File: config.mk
export PLATFORM = sky130hd
export DESIGN_NAME = sram_rr_arbiter
export DESIGN_NICKNAME = d
export VERILOG_FILES = /design/src/rtl/sram_arb_pkg.sv /design/src/rtl/sram_resp_fifo.sv /design/src/rtl/sram_rr_arbiter.sv
export SDC_FILE = /design/constraint.sdc
export NUM_CORES = 1
export LEC_CHECK = 0
export BUFFER_PORTS_ARGS = -buffer_cell sky130_fd_sc_hd__clkbuf_2
export CAP_MARGIN = 15
export CORE_ASPECT_RATIO = 1.75
export CORE_MARGIN = 8
export CORE_UTILIZATION = 25
export DETAILED_ROUTE_END_ITERATION = 6
export GPL_TIMING_DRIVEN = 0
export SLEW_MARGIN = 0
export SYNTH_ARGS = -nofsm -noshare
export SYNTH_HDL_FRONTEND = slang
export SYNTH_SLANG_ARGS = --single-unit
File: constraint.sdc
create_clock -name sram_clock -period 4.2 [get_ports sram_clock]
set_input_delay 0.42 -clock sram_clock [delete_from_list [all_inputs] [get_ports sram_clock]]
set_output_delay 0.42 -clock sram_clock [all_outputs]
set_load 0.005 [all_outputs]
File: src/rtl/sram_arb_pkg.sv
// rtl/sram_arb_pkg.sv - shared request-field offsets, read tag type and id-width helper for the SRAM arbiter
package sram_arb_pkg;

  // Read tags carry the issuing read-port id; 4 bits covers up to 16 read ports.
  localparam int TAG_ID_W = 4;

  typedef struct packed {
    logic                valid;
    logic [TAG_ID_W-1:0] id;
  } rd_tag_t;

  // Write request word is {mask, addr, data}; data sits at the bottom.
  localparam int DATA_LSB = 0;

  function automatic int addr_lsb(input int data_w);
    return data_w;
  endfunction

  function automatic int mask_lsb(input int addr_w, input int data_w);
    return data_w + addr_w;
  endfunction

  // Width of an index over n items, never less than one bit.
  function automatic int port_id_w(input int n);
    return (n > 1) ? $clog2(n) : 1;
  endfunction

endpackage

File: src/rtl/sram_resp_fifo.sv
// rtl/sram_resp_fifo.sv - synchronous FIFO holding read responses for one read port
module sram_resp_fifo
  import sram_arb_pkg::*;
#(
  parameter int DEPTH  = 4,
  parameter int DATA_W = 32
) (
  input  logic              sram_clock,
  input  logic              reset,
  input  logic              wr_valid,
  input  logic [DATA_W-1:0] wr_data,
  output logic              rd_valid,
  input  logic              rd_ready,
  output logic [DATA_W-1:0] rd_data
);

  localparam int AW = port_id_w(DEPTH);
  localparam int CW = $clog2(DEPTH + 1);

  logic [DATA_W-1:0] mem [DEPTH];
  logic [AW-1:0]     wr_ptr;
  logic [AW-1:0]     rd_ptr;
  logic [CW-1:0]     count;

  function automatic logic [AW-1:0] bump(input logic [AW-1:0] p);
    return (p == AW'(DEPTH - 1)) ? '0 : p + AW'(1);
  endfunction

  // Pointer and occupancy tracking; the caller never pushes when full or pops when empty.
  always_ff @(posedge sram_clock) begin
    if (reset) begin
      wr_ptr <= '0;
      rd_ptr <= '0;
      count  <= '0;
    end else begin
      if (wr_valid) wr_ptr <= bump(wr_ptr);
      if (rd_ready) rd_ptr <= bump(rd_ptr);
      if (wr_valid && !rd_ready)      count <= count + CW'(1);
      else if (rd_ready && !wr_valid) count <= count - CW'(1);
    end
  end

  // Storage array; contents need no reset because occupancy gates visibility.
  always_ff @(posedge sram_clock) begin
    if (wr_valid) mem[wr_ptr] <= wr_data;
  end

  assign rd_valid = (count != '0);
  assign rd_data  = mem[rd_ptr];

endmodule

File: src/rtl/sram_rr_arbiter.sv
// rtl/sram_rr_arbiter.sv - round-robin SRAM arbiter with credited read returns; SRAM_ARB_STRICT_WR_PRIO_EN puts writes ahead of reads
module sram_rr_arbiter
  import sram_arb_pkg::*;
#(
  parameter int NUM_W      = 2,
  parameter int NUM_R      = 2,
  parameter int ADDR_W     = 18,
  parameter int DATA_W     = 32,
  parameter int RD_LATENCY = 3,
  parameter int RD_CREDITS = 4
) (
  input  logic                                        sram_clock,
  input  logic                                        reset,
  input  logic [NUM_W-1:0]                            w_valid,
  output logic [NUM_W-1:0]                            w_ready,
  input  logic [NUM_W*((DATA_W/8)+ADDR_W+DATA_W)-1:0] w_din,
  input  logic [NUM_R-1:0]                            r_req_valid,
  output logic [NUM_R-1:0]                            r_req_ready,
  input  logic [NUM_R*ADDR_W-1:0]                     r_req_addr,
  output logic [NUM_R-1:0]                            r_resp_valid,
  input  logic [NUM_R-1:0]                            r_resp_ready,
  output logic [NUM_R*DATA_W-1:0]                     r_resp_data,
  output logic                                        sram_addr_valid,
  input  logic                                        sram_ready,
  output logic [ADDR_W-1:0]                           sram_addr,
  output logic [DATA_W-1:0]                           sram_data_in,
  output logic [(DATA_W/8)-1:0]                       sram_write_mask,
  input  logic [DATA_W-1:0]                           sram_data_out,
  input  logic                                        sram_data_out_valid
);

  localparam int MASK_W   = DATA_W / 8;
  localparam int REQ_W    = MASK_W + ADDR_W + DATA_W;
  localparam int NUM_P    = NUM_W + NUM_R;
  localparam int PTR_W    = port_id_w(NUM_P);
  localparam int RID_W    = port_id_w(NUM_R);
  localparam int CRED_W   = $clog2(RD_CREDITS + 1);
  localparam int ADDR_LSB = addr_lsb(DATA_W);
  localparam int MASK_LSB = mask_lsb(ADDR_W, DATA_W);

  logic [NUM_P-1:0] elig;
  logic [NUM_R-1:0] has_credit;
  logic [PTR_W:0]   pick;
  logic             gnt_vld;
  logic [PTR_W-1:0] gnt_idx;
  logic             rd_grant;
  logic [RID_W-1:0] rd_id;
  rd_tag_t          tag_q [RD_LATENCY];
  rd_tag_t          land;

  // Search n ring slots starting at lo, beginning just after 'last'; returns {hit, index}.
  function automatic logic [PTR_W:0] rr_pick(input logic [NUM_P-1:0] req, input int last,
                                             input int lo, input int n);
    logic [PTR_W:0] r;
    int idx;
    r = '0;
    for (int k = 1; k <= n; k++) begin
      idx = lo + ((last - lo + k) % n);
      if (!r[PTR_W] && req[PTR_W'(idx)]) r = {1'b1, PTR_W'(idx)};
    end
    return r;
  endfunction

  // Eligibility: writes whenever valid, reads only while the port still holds a credit.
  always_comb begin
    elig = '0;
    for (int i = 0; i < NUM_W; i++) elig[i] = w_valid[i];
    for (int j = 0; j < NUM_R; j++) elig[NUM_W+j] = r_req_valid[j] && has_credit[j];
  end

`ifdef SRAM_ARB_STRICT_WR_PRIO_EN
  logic [PTR_W-1:0] wptr_q;
  logic [PTR_W-1:0] rptr_q;
  logic [PTR_W:0]   wpick;
  logic [PTR_W:0]   rpick;

  // Writes win outright; each class rotates on its own pointer.
  always_comb begin
    wpick = rr_pick(elig, int'(wptr_q), 0, NUM_W);
    rpick = rr_pick(elig, int'(rptr_q), NUM_W, NUM_R);
    pick  = wpick[PTR_W] ? wpick : rpick;
  end

  // Per-class pointers move only on a grant of that class.
  always_ff @(posedge sram_clock) begin
    if (reset) begin
      wptr_q <= PTR_W'(NUM_W - 1);
      rptr_q <= PTR_W'(NUM_P - 1);
    end else if (gnt_vld) begin
      if (int'(gnt_idx) < NUM_W) wptr_q <= gnt_idx;
      else                       rptr_q <= gnt_idx;
    end
  end
`else
  logic [PTR_W-1:0] ptr_q;

  assign pick = rr_pick(elig, int'(ptr_q), 0, NUM_P);

  // Single ring pointer remembers the last winner; it starts at the end so W0 goes first.
  always_ff @(posedge sram_clock) begin
    if (reset)        ptr_q <= PTR_W'(NUM_P - 1);
    else if (gnt_vld) ptr_q <= gnt_idx;
  end
`endif

  assign gnt_vld = pick[PTR_W] && sram_ready && !reset;
  assign gnt_idx = pick[PTR_W-1:0];

  // Steer the winner onto the SRAM bus; everything idles at zero without a grant.
  always_comb begin
    w_ready         = '0;
    r_req_ready     = '0;
    sram_addr_valid = 1'b0;
    sram_addr       = '0;
    sram_data_in    = '0;
    sram_write_mask = '0;
    rd_grant        = 1'b0;
    rd_id           = '0;
    if (gnt_vld) begin
      sram_addr_valid = 1'b1;
      for (int i = 0; i < NUM_W; i++) begin
        if (gnt_idx == PTR_W'(i)) begin
          w_ready[i]      = 1'b1;
          sram_write_mask = w_din[i*REQ_W + MASK_LSB +: MASK_W];
          sram_addr       = w_din[i*REQ_W + ADDR_LSB +: ADDR_W];
          sram_data_in    = w_din[i*REQ_W + DATA_LSB +: DATA_W];
        end
      end
      for (int j = 0; j < NUM_R; j++) begin
        if (gnt_idx == PTR_W'(NUM_W + j)) begin
          r_req_ready[j] = 1'b1;
          sram_addr      = r_req_addr[j*ADDR_W +: ADDR_W];
          rd_grant       = 1'b1;
          rd_id          = RID_W'(j);
        end
      end
    end
  end

  // Tag pipeline lines each returning SRAM word up with the read port that issued it.
  always_ff @(posedge sram_clock) begin
    if (reset) begin
      for (int i = 0; i < RD_LATENCY; i++) tag_q[i] <= '0;
    end else begin
      tag_q[0] <= {rd_grant, TAG_ID_W'(rd_id)};
      for (int i = 1; i < RD_LATENCY; i++) tag_q[i] <= tag_q[i-1];
    end
  end

  // Data arriving with no live tag (e.g. reads issued before a reset) is dropped here.
  assign land = tag_q[RD_LATENCY-1];

  for (genvar j = 0; j < NUM_R; j++) begin : g_port
    logic [CRED_W-1:0] credit_q;
    logic              grant_j;
    logic              push_j;
    logic              pop_j;
    logic              fifo_vld;

    assign grant_j         = rd_grant && (rd_id == RID_W'(j));
    assign push_j          = sram_data_out_valid && land.valid && (land.id == TAG_ID_W'(j)) && !reset;
    assign pop_j           = fifo_vld && r_resp_ready[j] && !reset;
    assign r_resp_valid[j] = fifo_vld && !reset;
    assign has_credit[j]   = (credit_q != '0);

    // A grant consumes a buffer slot up front; a pop hands it back.
    always_ff @(posedge sram_clock) begin
      if (reset)                    credit_q <= CRED_W'(RD_CREDITS);
      else if (grant_j && !pop_j)   credit_q <= credit_q - CRED_W'(1);
      else if (pop_j && !grant_j)   credit_q <= credit_q + CRED_W'(1);
    end

    sram_resp_fifo #(
      .DEPTH  (RD_CREDITS),
      .DATA_W (DATA_W)
    ) u_fifo (
      .sram_clock (sram_clock),
      .reset      (reset),
      .wr_valid   (push_j),
      .wr_data    (sram_data_out),
      .rd_valid   (fifo_vld),
      .rd_ready   (pop_j),
      .rd_data    (r_resp_data[j*DATA_W +: DATA_W])
    );
  end

endmodule

After elaboration in Yosys (flattened, before gate mapping)

Memory sizes are Yosys's and may differ from the RTL's. A register that Yosys moved wholly into a read port is not among the register bits.
Index checks and enable logic that the tools add are counted.

Register bits after elaboration: 22
Memory bits (writable): 271
Input bits: 186
Output and inout port bits: 125
Logic and storage cells: 155
Memories kept: 3

Add/subtract/negate cells: 16
Magnitude comparators: 4
Eq/ne operators: 8
Multiplexer cells: 63
Bitwise logic cells: 4
Reductions and logical operators: 48

Memory list:

| memory               | words | width | rd ports | clocked after Yosys merged registers in | wr ports | line                  | RTL |
|---|---|---|---|---|---|---|---|
| g_port[0].u_fifo.mem | 4     | 32    | 1        | 1                                       | 1        | sram_resp_fifo.sv:20  | `logic [DATA_W-1:0] mem [DEPTH];` |
| g_port[1].u_fifo.mem | 4     | 32    | 1        | 1                                       | 1        | sram_resp_fifo.sv:20  |  |
| tag_q                | 3     | 5     | 3        | 0                                       | 3        | sram_rr_arbiter.sv:48 | `rd_tag_t tag_q [RD_LATENCY];` |

Operators by type and width:

| cell                  | number |
|---|---|
| $mux W32              | 3 |
| $mux W18              | 5 |
| $mux W3               | 12 |
| $logic_and A1 B1 Y1   | 28 |
| $mux W1               | 23 |
| $mux W2               | 10 |
| $lt A2 B4 Y1 const B  | 4 |
| $mux W5               | 3 |
| $add A2 B1 Y2 const B | 6 |
| $add A3 B1 Y3 const B | 4 |
| $eq A2 B2 Y1 const B  | 6 |
| $mux W4               | 3 |
| $reduce_bool A3 Y1    | 4 |
| $sub A3 B1 Y3 const B | 4 |
| $logic_not A1 Y1      | 10 |
| $bmux W1 S2           | 4 |
| $reduce_bool A2 Y1    | 4 |
| $add A2 B2 Y2 const B | 2 |
| $eq A4 B1 Y1 const B  | 1 |
| $logic_not A4 Y1      | 1 |
| $or A1 B1 Y1          | 3 |
| $eq A2 B1 Y1 const B  | 1 |
| $logic_not A2 Y1      | 1 |
| $not A1 Y1            | 1 |

Longest topological paths before layout

Gate-level depths: netlist of the first run.

Depth after elaboration: 24
Depth in mapped cells: 12
Gate-level depth less buffers: 11

Modules after synthesis

From an unflattened synthesis of the first run, not the netlist that was laid out.

Cell total of the unflattened synthesis: 617
Area, all modules: 11857.6 um^2

By module, submodules not included:

| module          | instances | cells an instance | area each (um^2) | seq. area each (um^2) |
|---|---|---|---|---|
| sram_resp_fifo  | 2         | 210               | 5092.4           | 4023.9 |
| sram_rr_arbiter | 1         | 197               | 1672.9           | 280.3 |

Worst setup path after synthesis of the first run

OpenSTA, ideal clock, no wires.

Kind: reg-to-reg
Start: register g_port[0].credit_q[2]
End: register g_port[1].credit_q[2]
Setup time: 132 ps
Arrival: 2804 ps
Data required time: 4068 ps
Setup slack: 1264 ps
Cell stages (with the launch flop): 13
Buffers on the path: 2
Period minus slack after synthesis: 2936 ps
Cells stage by stage: dfxtp_1 or3_1 a221oi_1 a221o_1 buf_6 buf_2 nor2b_1 ha_1 inv_1 fa_1 xor2_1 o21ai_0 or3b_2

Cells in the longest elaborated chain, start to end: 23
Elaborated cells between the ends (all ways): 39
Classes of those cells: eq/ne (2); mux (22); reduce/logical (15)

Ends and longest elaborated chain:

| what                                        | line                   | RTL |
|---|---|---|
| start: declaration                          | sram_rr_arbiter.sv:154 | `logic [CRED_W-1:0] credit_q;` |
| start signal: assignment                    | sram_rr_arbiter.sv:168 | `if (reset) credit_q <= CRED_W'(RD_CREDITS);` |
| start signal: assignment                    | sram_rr_arbiter.sv:169 | `else if (grant_j && !pop_j) credit_q <= credit_q - CRED_W'(1);` |
| start signal: assignment                    | sram_rr_arbiter.sv:170 | `else if (pop_j && !grant_j) credit_q <= credit_q + CRED_W'(1);` |
| $reduce_bool A3 Y1 (*)                      | sram_rr_arbiter.sv:164 | `assign has_credit[j] = (credit_q != '0);` |
| $logic_and A1 B1 Y1 (*)                     | sram_rr_arbiter.sv:68  | `for (int j = 0; j < NUM_R; j++) elig[NUM_W+j] = r_req_valid[j] && has_credit[j];` |
| $bmux W1 S2                                 | sram_rr_arbiter.sv:59  | `if (!r[PTR_W] && req[PTR_W'(idx)]) r = {1'b1, PTR_W'(idx)};` |
| $mux W1 (implied by the code) (2 in series) | sram_rr_arbiter.sv:59  |  |
| $mux W3                                     | sram_rr_arbiter.sv:59  |  |
| $logic_not A1 Y1                            | sram_rr_arbiter.sv:59  |  |
| $logic_and A1 B1 Y1                         | sram_rr_arbiter.sv:59  |  |
| $mux W3                                     | sram_rr_arbiter.sv:59  |  |
| (+5 left out)                               | -                      |  |
| $mux W3 (*)                                 | sram_rr_arbiter.sv:59  |  |
| $eq A2 B2 Y1                                | sram_rr_arbiter.sv:130 | `if (gnt_idx == PTR_W'(NUM_W + j)) begin` |
| $mux W1 (2 in series)                       | sram_rr_arbiter.sv:130 |  |
| $mux W1                                     | sram_rr_arbiter.sv:119 | `if (gnt_vld) begin` |
| $logic_and A1 B1 Y1 (*)                     | sram_rr_arbiter.sv:160 | `assign grant_j = rd_grant && (rd_id == RID_W'(j));` |
| $logic_not A1 Y1                            | sram_rr_arbiter.sv:170 |  |
| $logic_and A1 B1 Y1                         | sram_rr_arbiter.sv:170 |  |
| $reduce_bool A2 Y1 (no line)                | -                      |  |
| end signal: assignment                      | sram_rr_arbiter.sv:168 |  |
| end signal: assignment                      | sram_rr_arbiter.sv:169 |  |
| end signal: assignment                      | sram_rr_arbiter.sv:170 |  |
| end: declaration                            | sram_rr_arbiter.sv:154 |  |

Mark *: on every way between the ends. The rest lies on a longest branch, timed or not. The select of a mux whose other input is x is not followed.
A chain may end at the register's enable or synchronous reset.

Worst setup path in the final report of the first run

Start: register g_port[1].credit_q[2]
End: output port sram_data_in[19]

Cells in the longest elaborated chain, start to end: 19
Elaborated cells between the ends (all ways): 31
Classes of those cells: eq/ne (1); mux (19); reduce/logical (11)

Ends and longest elaborated chain:

| what                                        | line                   | RTL |
|---|---|---|
| $reduce_bool A3 Y1 (*)                      | sram_rr_arbiter.sv:164 |  |
| $logic_and A1 B1 Y1 (*)                     | sram_rr_arbiter.sv:68  |  |
| $bmux W1 S2                                 | sram_rr_arbiter.sv:59  |  |
| $mux W1 (implied by the code) (2 in series) | sram_rr_arbiter.sv:59  |  |
| $mux W3                                     | sram_rr_arbiter.sv:59  |  |
| $logic_not A1 Y1                            | sram_rr_arbiter.sv:59  |  |
| $logic_and A1 B1 Y1                         | sram_rr_arbiter.sv:59  |  |
| $mux W3                                     | sram_rr_arbiter.sv:59  |  |
| $logic_not A1 Y1                            | sram_rr_arbiter.sv:59  |  |
| $logic_and A1 B1 Y1                         | sram_rr_arbiter.sv:59  |  |
| $mux W3                                     | sram_rr_arbiter.sv:59  |  |
| $logic_not A1 Y1                            | sram_rr_arbiter.sv:59  |  |
| $logic_and A1 B1 Y1                         | sram_rr_arbiter.sv:59  |  |
| $mux W3 (*)                                 | sram_rr_arbiter.sv:59  |  |
| $logic_not A2 Y1                            | sram_rr_arbiter.sv:122 | `if (gnt_idx == PTR_W'(i)) begin` |
| $mux W32 (2 in series)                      | sram_rr_arbiter.sv:122 |  |
| $mux W32 (*)                                | sram_rr_arbiter.sv:119 |  |
| end: declaration                            | sram_rr_arbiter.sv:26  | `output logic [DATA_W-1:0] sram_data_in,` |

Marks and branches as above.

==> results of run 1 <==
[cell type report]
type	instances	share of cell area [%]
sequential	288	55.0
multi-input combinational	313	21.9
timing repair buffer	318	11.3
tap	588	4.86
clock buffer	32	4.59
buffer	34	1.20
clock inverter	14	0.785
inverter	14	0.347
[path summary, 6_finish.rpt]
path	to	slack, ns	depth (start not counted)
setup / recovery	sram_data_in[19]	0.67	7
setup reg to reg	g_port[1].credit_q[2]$_SDFFE_PP1P_	0.85	12
hold / removal	g_port[0].u_fifo.rd_ptr[1]$_SDFFE_PP0P_	0.13	3
hold reg to reg	tag_q[0][9]$_SDFF_PP0_	0.43	1
[report_power, final]
part	total, W	internal, W	leakage [nW]	switching [W]
combinational	0.000504	0.000241	2.68	0.000263
sequential	0.00313	0.00312	2.56	0.00000797
clock	0.00229	0.00129	0.386	0.00100
[critical path: stages (launching register included)]
cell and delay [ns]:
dfxtp_1 0.34, o31ai_4 0.40, o221ai_1 0.19, o211ai_1 0.19, nand2_1 0.35, clkbuf_1 0.38, nor2_1 0.50, clkbuf_2 0.21
[layer usage]
| layer | share of wire [%] | track usage [%] | vias to the layer above |
|---|---|---|---|
| met1 | 35 | 11.5 | 3426 |
| li1 | - | - | 3256 |
| met5 | 0 | 0 | - |
| met4 | 5.8 | 7.00 | 0 |
| met3 | 6.4 | 3.02 | 59 |
| met2 | 53 | 23.1 | 332 |
[cell usage in the layout, fill, tap and decap left out, types with 11 or more instances in the layout]
| master | netlist | layout |
|---|---|---|
| clkbuf_2 | 0 | 310 |
| edfxtp_1 | 256 | 256 |
| mux2i_1 | 75 | 75 |
| mux4_2 | 64 | 64 |
| nor2_1 | 56 | 56 |
| dfxtp_1 | 32 | 32 |
| clkbuf_16 | 0 | 27 |
| clkbuf_1 | 15 | 20 |
| o22ai_1 | 19 | 19 |
| inv_1 | 14 | 14 |
| ha_1 | 14 | 14 |
| nand2_1 | 11 | 11 |
[registers in the layout (all words and copies together) (netlist names), named ones only]
signal / cells
tag_q: 6
g_port.u_fifo.rd_ptr: 4
ptr_q: 2
g_port.u_fifo.mem: 256
g_port.u_fifo.wr_ptr: 4
g_port.u_fifo.count: 6
g_port.credit_q: 6
[metrics by stage]
| stage | hold WS (ns) | setup slack, ns | power, W | instance area (um2) |
|---|---|---|---|---|
| final | 0.131 | 0.670 | 0.00593 | 15100 |
| after global routing | 0.135 | 0.610 | 0.00615 | 15100 |
| after CTS | 0.0966 | 0.617 | 0.00603 | 15100 |
| after detailed placement | 0.424 | 0.754 | 0.00371 | 14300 |
| after global placement | 0.416 | 0.487 | 0.00370 | 14200 |
| after floorplan | 0.414 | 1.26 | 0.00346 | 11900 |
[logic make-up (layout without fill, tap and decap cells)]
logic type	after synthesis	after routing	share of synthesized area [%]
flip-flops	288	288	70.2
AND/OR/NAND/NOR	107	107	4.28
multiplexers	139	139	18.5
AO/OA/AOI/OAI	41	41	2.37
adder cells (fa/ha/maj)	18	18	2.15
buffers and inverters	48	412	1.97
XOR/XNOR	8	8	0.590
==> impl_metrics.tcl, run 1 <==
set metrics [dict create \
    first_global_vias 8183 \
    syn_nets 853 \
    worstSetupStartpoint "g_port[1].credit_q[2]$_SDFFE_PP1P_" \
    synth_cell_types 38 \
    cts_hold_buf 0 \
    clk_latency_ns 0.53 \
    drt-vias-per-instance 4.42 \
    worstHoldStart "r_resp_ready[0]" \
    nets 1200 \
    cts_setup_buffers 0 \
    clock.fmax_mhz 283 \
    clock_path_buffers 3 \
    start_kind "flip-flop" \
    grt_setup_unrepaired "false" \
    clock-root-buffer "clkbuf_16" \
    drt-pass1-iter-count 4 \
    relSlewSlack_pct 45.2 \
    fillCellCount 4568 \
    yosys-top-cells-count "edfxtp_1 (256), mux2i_1 (75), mux4_2 (64)" \
    final-seq-area_um2 8330 \
    wl_per_cell_um 21.3 \
    hold_viol 0 \
    layout.cells.non_filler 1601 \
    clk_pin_slew_ns 0.06 \
    final_util_pct 32.3 \
    die-area_um2 55000 \
    drc 0 \
    dominantRegCellSynth "edfxtp_1" \
    ant_nets 0 \
    maxSlewViolCount 0 \
    tightest_slew_ns 0.821 \
    multi_input_area_um2 3320 \
    arrival_ns 3.11 \
    tns_ns 0 \
    synth_area_um2 11900 \
    crit_type "reg -> out" \
    post-route-period-util_pct 84.1 \
    start_util_pct 25.3 \
    synth_largest_area_cell "edfxtp_1" \
    postSynth.asyncResetShare_pct 0 \
    grt_max_degree 22 \
    gp_congestion 0.882 \
    via_count 7073 \
    synth_seq_cells 288 \
    cts_sinks 288 \
    dp_cells 1555 \
    endpoint_kind "output port" \
    wirelength_um 34100 \
    synth_edf_count 256 \
    drive_above_1_share_pct 43.7 \
    path_max_fanout 10 \
    required_ns 3.78 \
    dieWidth_um 181 \
    cts_resized 0 \
    antenna_found_initial 2 \
    r2r_start "g_port[0].credit_q[2]$_SDFFE_PP1P_" \
    synth.most_common_cell "edfxtp_1" \
    drtIter0Drc 298 \
    die_y_um 304 \
    overflow 0 \
    status "finished, final reports clean" \
    netlist.area_leader.share_pct 64.8 \
    worstHoldPathType "in -> reg" \
    powerDensity_nw_per_um2 392 \
    grt_usage_pct 12.1 \
    ys_top_cells_by_area "edfxtp_1 (65%), mux4_2 (12%), mux2i_1 (6.3%)" \
    leakage_nw 5.63 \
    coreArea_um2 46900 \
    maxCapViolations 0 \
    ys_warn_count 0 \
    numCtsBuffers 27 \
    num_rows 105 \
    seq_area_frac_synth_pct 70.2 \
    cts_tree "yes" \
    period_minus_slack_ns 3.53 \
    synth_area_per_cell_um2 18.3 \
    numPortBuffers 310 \
    cts_max_level 1 \
    synthCells 649 \
    io_pins 311 \
    fin_skew_ns 0.0178 \
    setup_violations 0 \
    dp_hpwl_um 26300 \
    peakVddDrop_mv 0.267 \
    area_delta_synth_final_pct 27.6 \
    grt_pass1_wl_um 50100 \
    diodes 0 \
]
(Power assumes the default switching activity.)
==> run 2, diff against run 1 <==
ABC_AREA = 1   (was not set)
clock period = 3 ns   (was 4.2 ns; I/O delays follow)
==> run 2 against run 1 <==
Sequential power grew 41%. Synthesized cell count rose by 74%. Die area grew 5.2%. The run now ends with setup timing left. Count of clock-buffer cells in the layout unchanged. Cell count is 36% higher. Utilization increased by 1.1 points.
==> impl_metrics.tcl, run 2 <==
set metrics [dict create \
    status "finished with violations" \
    violations "setup timing" \
    power.switching_w 0.00261 \
    drtIter0Drc 550 \
    r2r_end "g_port[0].credit_q[2]$_SDFFE_PP1P_" \
    synth.most_common_cell "edfxtp_1" \
    relSlewSlack_pct 53.1 \
    grt_usage_pct 14.8 \
    nets 1695 \
    r2r_cells 21 \
    peakVddDrop_mv 0.346 \
    cts_max_level 1 \
    seq_area_frac_synth_pct 66.4 \
    dp_hpwl_um 34300 \
    leakage_nw 6.50 \
    drc 0 \
    dpl_cell_area_um2 15100 \
    pwr-share-seq_pct 45.3 \
    regToRegSetupSlack_ns 0.13 \
    dominantRegCellSynth "edfxtp_1" \
    clock.fmax_mhz 332 \
    max_stage_delay_ns 0.39 \
    numCtsBuffers 27 \
    hold_path_depth 3 \
    worstHoldStart "r_resp_ready[0]" \
    fin_skew_ns 0.0150 \
    tightest_slew_ns 0.703 \
    synth_seq_cells 288 \
    ys_warn_count 0 \
    hold_slack_ns 0.0449 \
    die-area_um2 57900 \
    drt-vias-per-instance 4.60 \
    num_rows 108 \
    dieWidth_um 185 \
    postLayoutCellArea_um2 16600 \
    power_frac_comb_pct 19.5 \
    synth_edf_count 256 \
    setup_ws_ns -0.0147 \
    fillCellCount 5006 \
    arrival_ns 2.71 \
    cp_slowest_cell "dfxtp_4" \
    start_util_pct 25.3 \
    powerDensity_nw_per_um2 587 \
    ant_nets 0 \
    maxCapViolations 0 \
    numPortBuffers 310 \
    cts_sinks 288 \
    synth_area_um2 12500 \
    maxSlewViolCount 0 \
    synthCells 1127 \
    clock_path_buffers 3 \
    layout_commonest_cell "clkbuf_2" \
    overflow 0 \
    yosys-top-cells-count "edfxtp_1 (256), o21ai_0 (166), nor2_1 (159)" \
    tns_ns -0.0205 \
    antenna_found_initial 11 \
    drt-pass1-iter-count 5 \
    path_cells "buf_8 -> nand2_1 -> o21ai_4 -> inv_2 -> nand2_2 -> nand2_4 -> nand3_4 -> nand2_4 -> nand2_2 -> nand2_8 -> nor2_4 -> nand2_4 -> inv_8 -> buf_6 -> nand2_1 -> nand2_1 -> clkbuf_2" \
    final_util_pct 33.4 \
    required_ns 2.70 \
    wirelength_um 44700 \
    clk_pin_slew_ns 0.06 \
    ys_top_cells_by_area "edfxtp_1 (61%), o21ai_0 (6.6%), dfxtp_1 (5.1%)" \
    start_kind "flip-flop" \
    hold_viol 0 \
    largest_register_ffs 256 \
    path_max_fanout 8 \
    area_delta_synth_final_pct 32.2 \
    drive_above_1_share_pct 33.6 \
    grt_pass1_wl_um 64500 \
    pwr-share-clk_pct 35.2 \
    r2r_start "ptr_q[0]$_SDFFE_PP1P_" \
    first_global_vias 10600 \
    synth_largest_area_cell "edfxtp_1" \
    gp_congestion 0.957 \
    layout_common_cells "clkbuf_2 (304), edfxtp_1 (256), o21ai_0 (158), nor2_1 (149), nand2_1 (131)" \
    period_minus_slack_ns 3.01 \
    synth_area_per_cell_um2 11.1 \
    grt_max_degree 28 \
    clock-root-buffer "clkbuf_16" \
    crit_type "reg -> out" \
    final-seq-area_um2 8330 \
    power.internal_w 0.00712 \
    wl_per_cell_um 20.5 \
    cts_tree "yes" \
    worstHoldPathType "in -> reg" \
    regMostFlops "g_port.u_fifo.mem" \
    coreArea_um2 49600 \
    netlist.area_leader.share_pct 61.3 \
    switching_share_pct 26.8 \
    syn_nets 1331 \
    setup_violations 4 \
    synth_cell_types 38 \
    postSynth.asyncResetShare_pct 0 \
    grt_setup_unrepaired "true" \
    die_y_um 312 \
    endpoint_kind "output port" \
    clk_latency_ns 0.53 \
    via_count 10000 \
    post-route-period-util_pct 100 \
    multi_input_area_um2 3940 \
    io_pins 311 \
]
## run 2: cell types whose count changed in the layout (fill, tap and decap cells not counted), sizes merged, moves of 10 or more
cell,before,now
nand2,11,181
nor2,56,164
mux4,64,0
clkbuf,357,372
buf,27,54
mux2i,75,0
o21ai,4,178
nand3,4,31
or2,0,10
o22ai,19,64
nand3b,4,14
inv,14,67
a21oi,5,44
## run 2: final cells by class
type                            count  share of cell area, %
Antenna cell                        8                  0.121
Buffer                             58                   2.51
Clock buffer                       32                   4.19
Clock inverter                     17                   1.10
Inverter                           67                   1.64
Multi-Input combinational cell    712                   23.7
Sequential cell                   288                   50.3
Tap cell                          660                   4.98
Timing Repair Buffer              336                   11.4
Timing Repair inverter              1                 0.0377
## run 2: worst max path at each step
stage                     startpoint                              endpoint  slack (ns)  depth (start not counted)
3_5_place_dp   ptr_q[0]$_SDFFE_PP1P_    g_port[0].credit_q[2]$_SDFFE_PP1P_       -0.40                         20
5_1_grt        ptr_q[0]$_SDFFE_PP1P_                      sram_data_in[11]       -0.13                         15
3_3_place_gp     sram_data_out_valid  g_port[0].u_fifo.mem[1][5]$_DFFE_PP_       -1.28                          5
2_1_floorplan  ptr_q[0]$_SDFFE_PP1P_    g_port[0].credit_q[2]$_SDFFE_PP1P_        0.23                         20
4_1_cts        ptr_q[0]$_SDFFE_PP1P_                          sram_addr[8]      -0.006                         13
6_report       ptr_q[0]$_SDFFE_PP1P_                    sram_write_mask[1]       -0.01                         17
## run 2: stage by stage
| step | std cells | setup slack (ns) | power (W) |
|---|---|---|---|
| 4_1_cts | 2163 | -0.00572 | 0.00962 |
| 2_1_floorplan | 1127 | 0.228 | 0.00534 |
| 6_report | 2179 | -0.0147 | 0.00973 |
| 3_3_place_gp | 2097 | -1.28 | 0.00604 |
| 5_1_grt | 2171 | -0.126 | 0.0101 |
| 3_5_place_dp | 2105 | -0.395 | 0.00606 |
## run 2: cell families after synthesis
| logic type | share of synthesized area (%) |
|---|---|
| AO/OA/AOI/OAI | 12.2 |
| XOR/XNOR | 0.200 |
| adder cells (fa/ha/maj) | 2.04 |
| buffers and inverters | 4.67 |
| flip-flops | 66.4 |
| AND/OR/NAND/NOR | 14.5 |
## run 2: power groups by stage
stage          Sequential, W  Combinational [W]  Clock, W
6_report             0.00441            0.00190   0.00342
2_1_floorplan        0.00448           0.000853         0
4_1_cts              0.00441            0.00172   0.00349
3_3_place_gp         0.00449            0.00156         0
5_1_grt              0.00441            0.00205   0.00363
3_5_place_dp         0.00449            0.00158         0
## run 2: what timing repair did
item,4_1_cts,5_1_grt
gates cloned,0,4
pin swaps,13,14
buffers inserted,11,5
endpoints found under the setup margin,106,65
hold buffers,0,0
resized for setup,46,76
## run 2: critical path: cells and delay by family, from the launching register on
| family | cells | cell delay, ns |
|---|---|---|
| flops | 1 | 0.39 |
| compound gates | 1 | 0.10 |
| buf+inv | 5 | 0.56 |
| simple gates | 11 | 1.12 |
## run 2: routing by layer
metal | vias to the layer above | routed length, um | track usage (%) | part of all wire (%)
li1 | 4708 | - | - | -
met1 | 4761 | 15400 | 15.1 | 34
met2 | 487 | 24100 | 28.3 | 54
met3 | 72 | 3690 | 3.63 | 8.3
met4 | 6 | 1430 | 5.13 | 3.2
met5 | - | 36 | 0 | 0.081
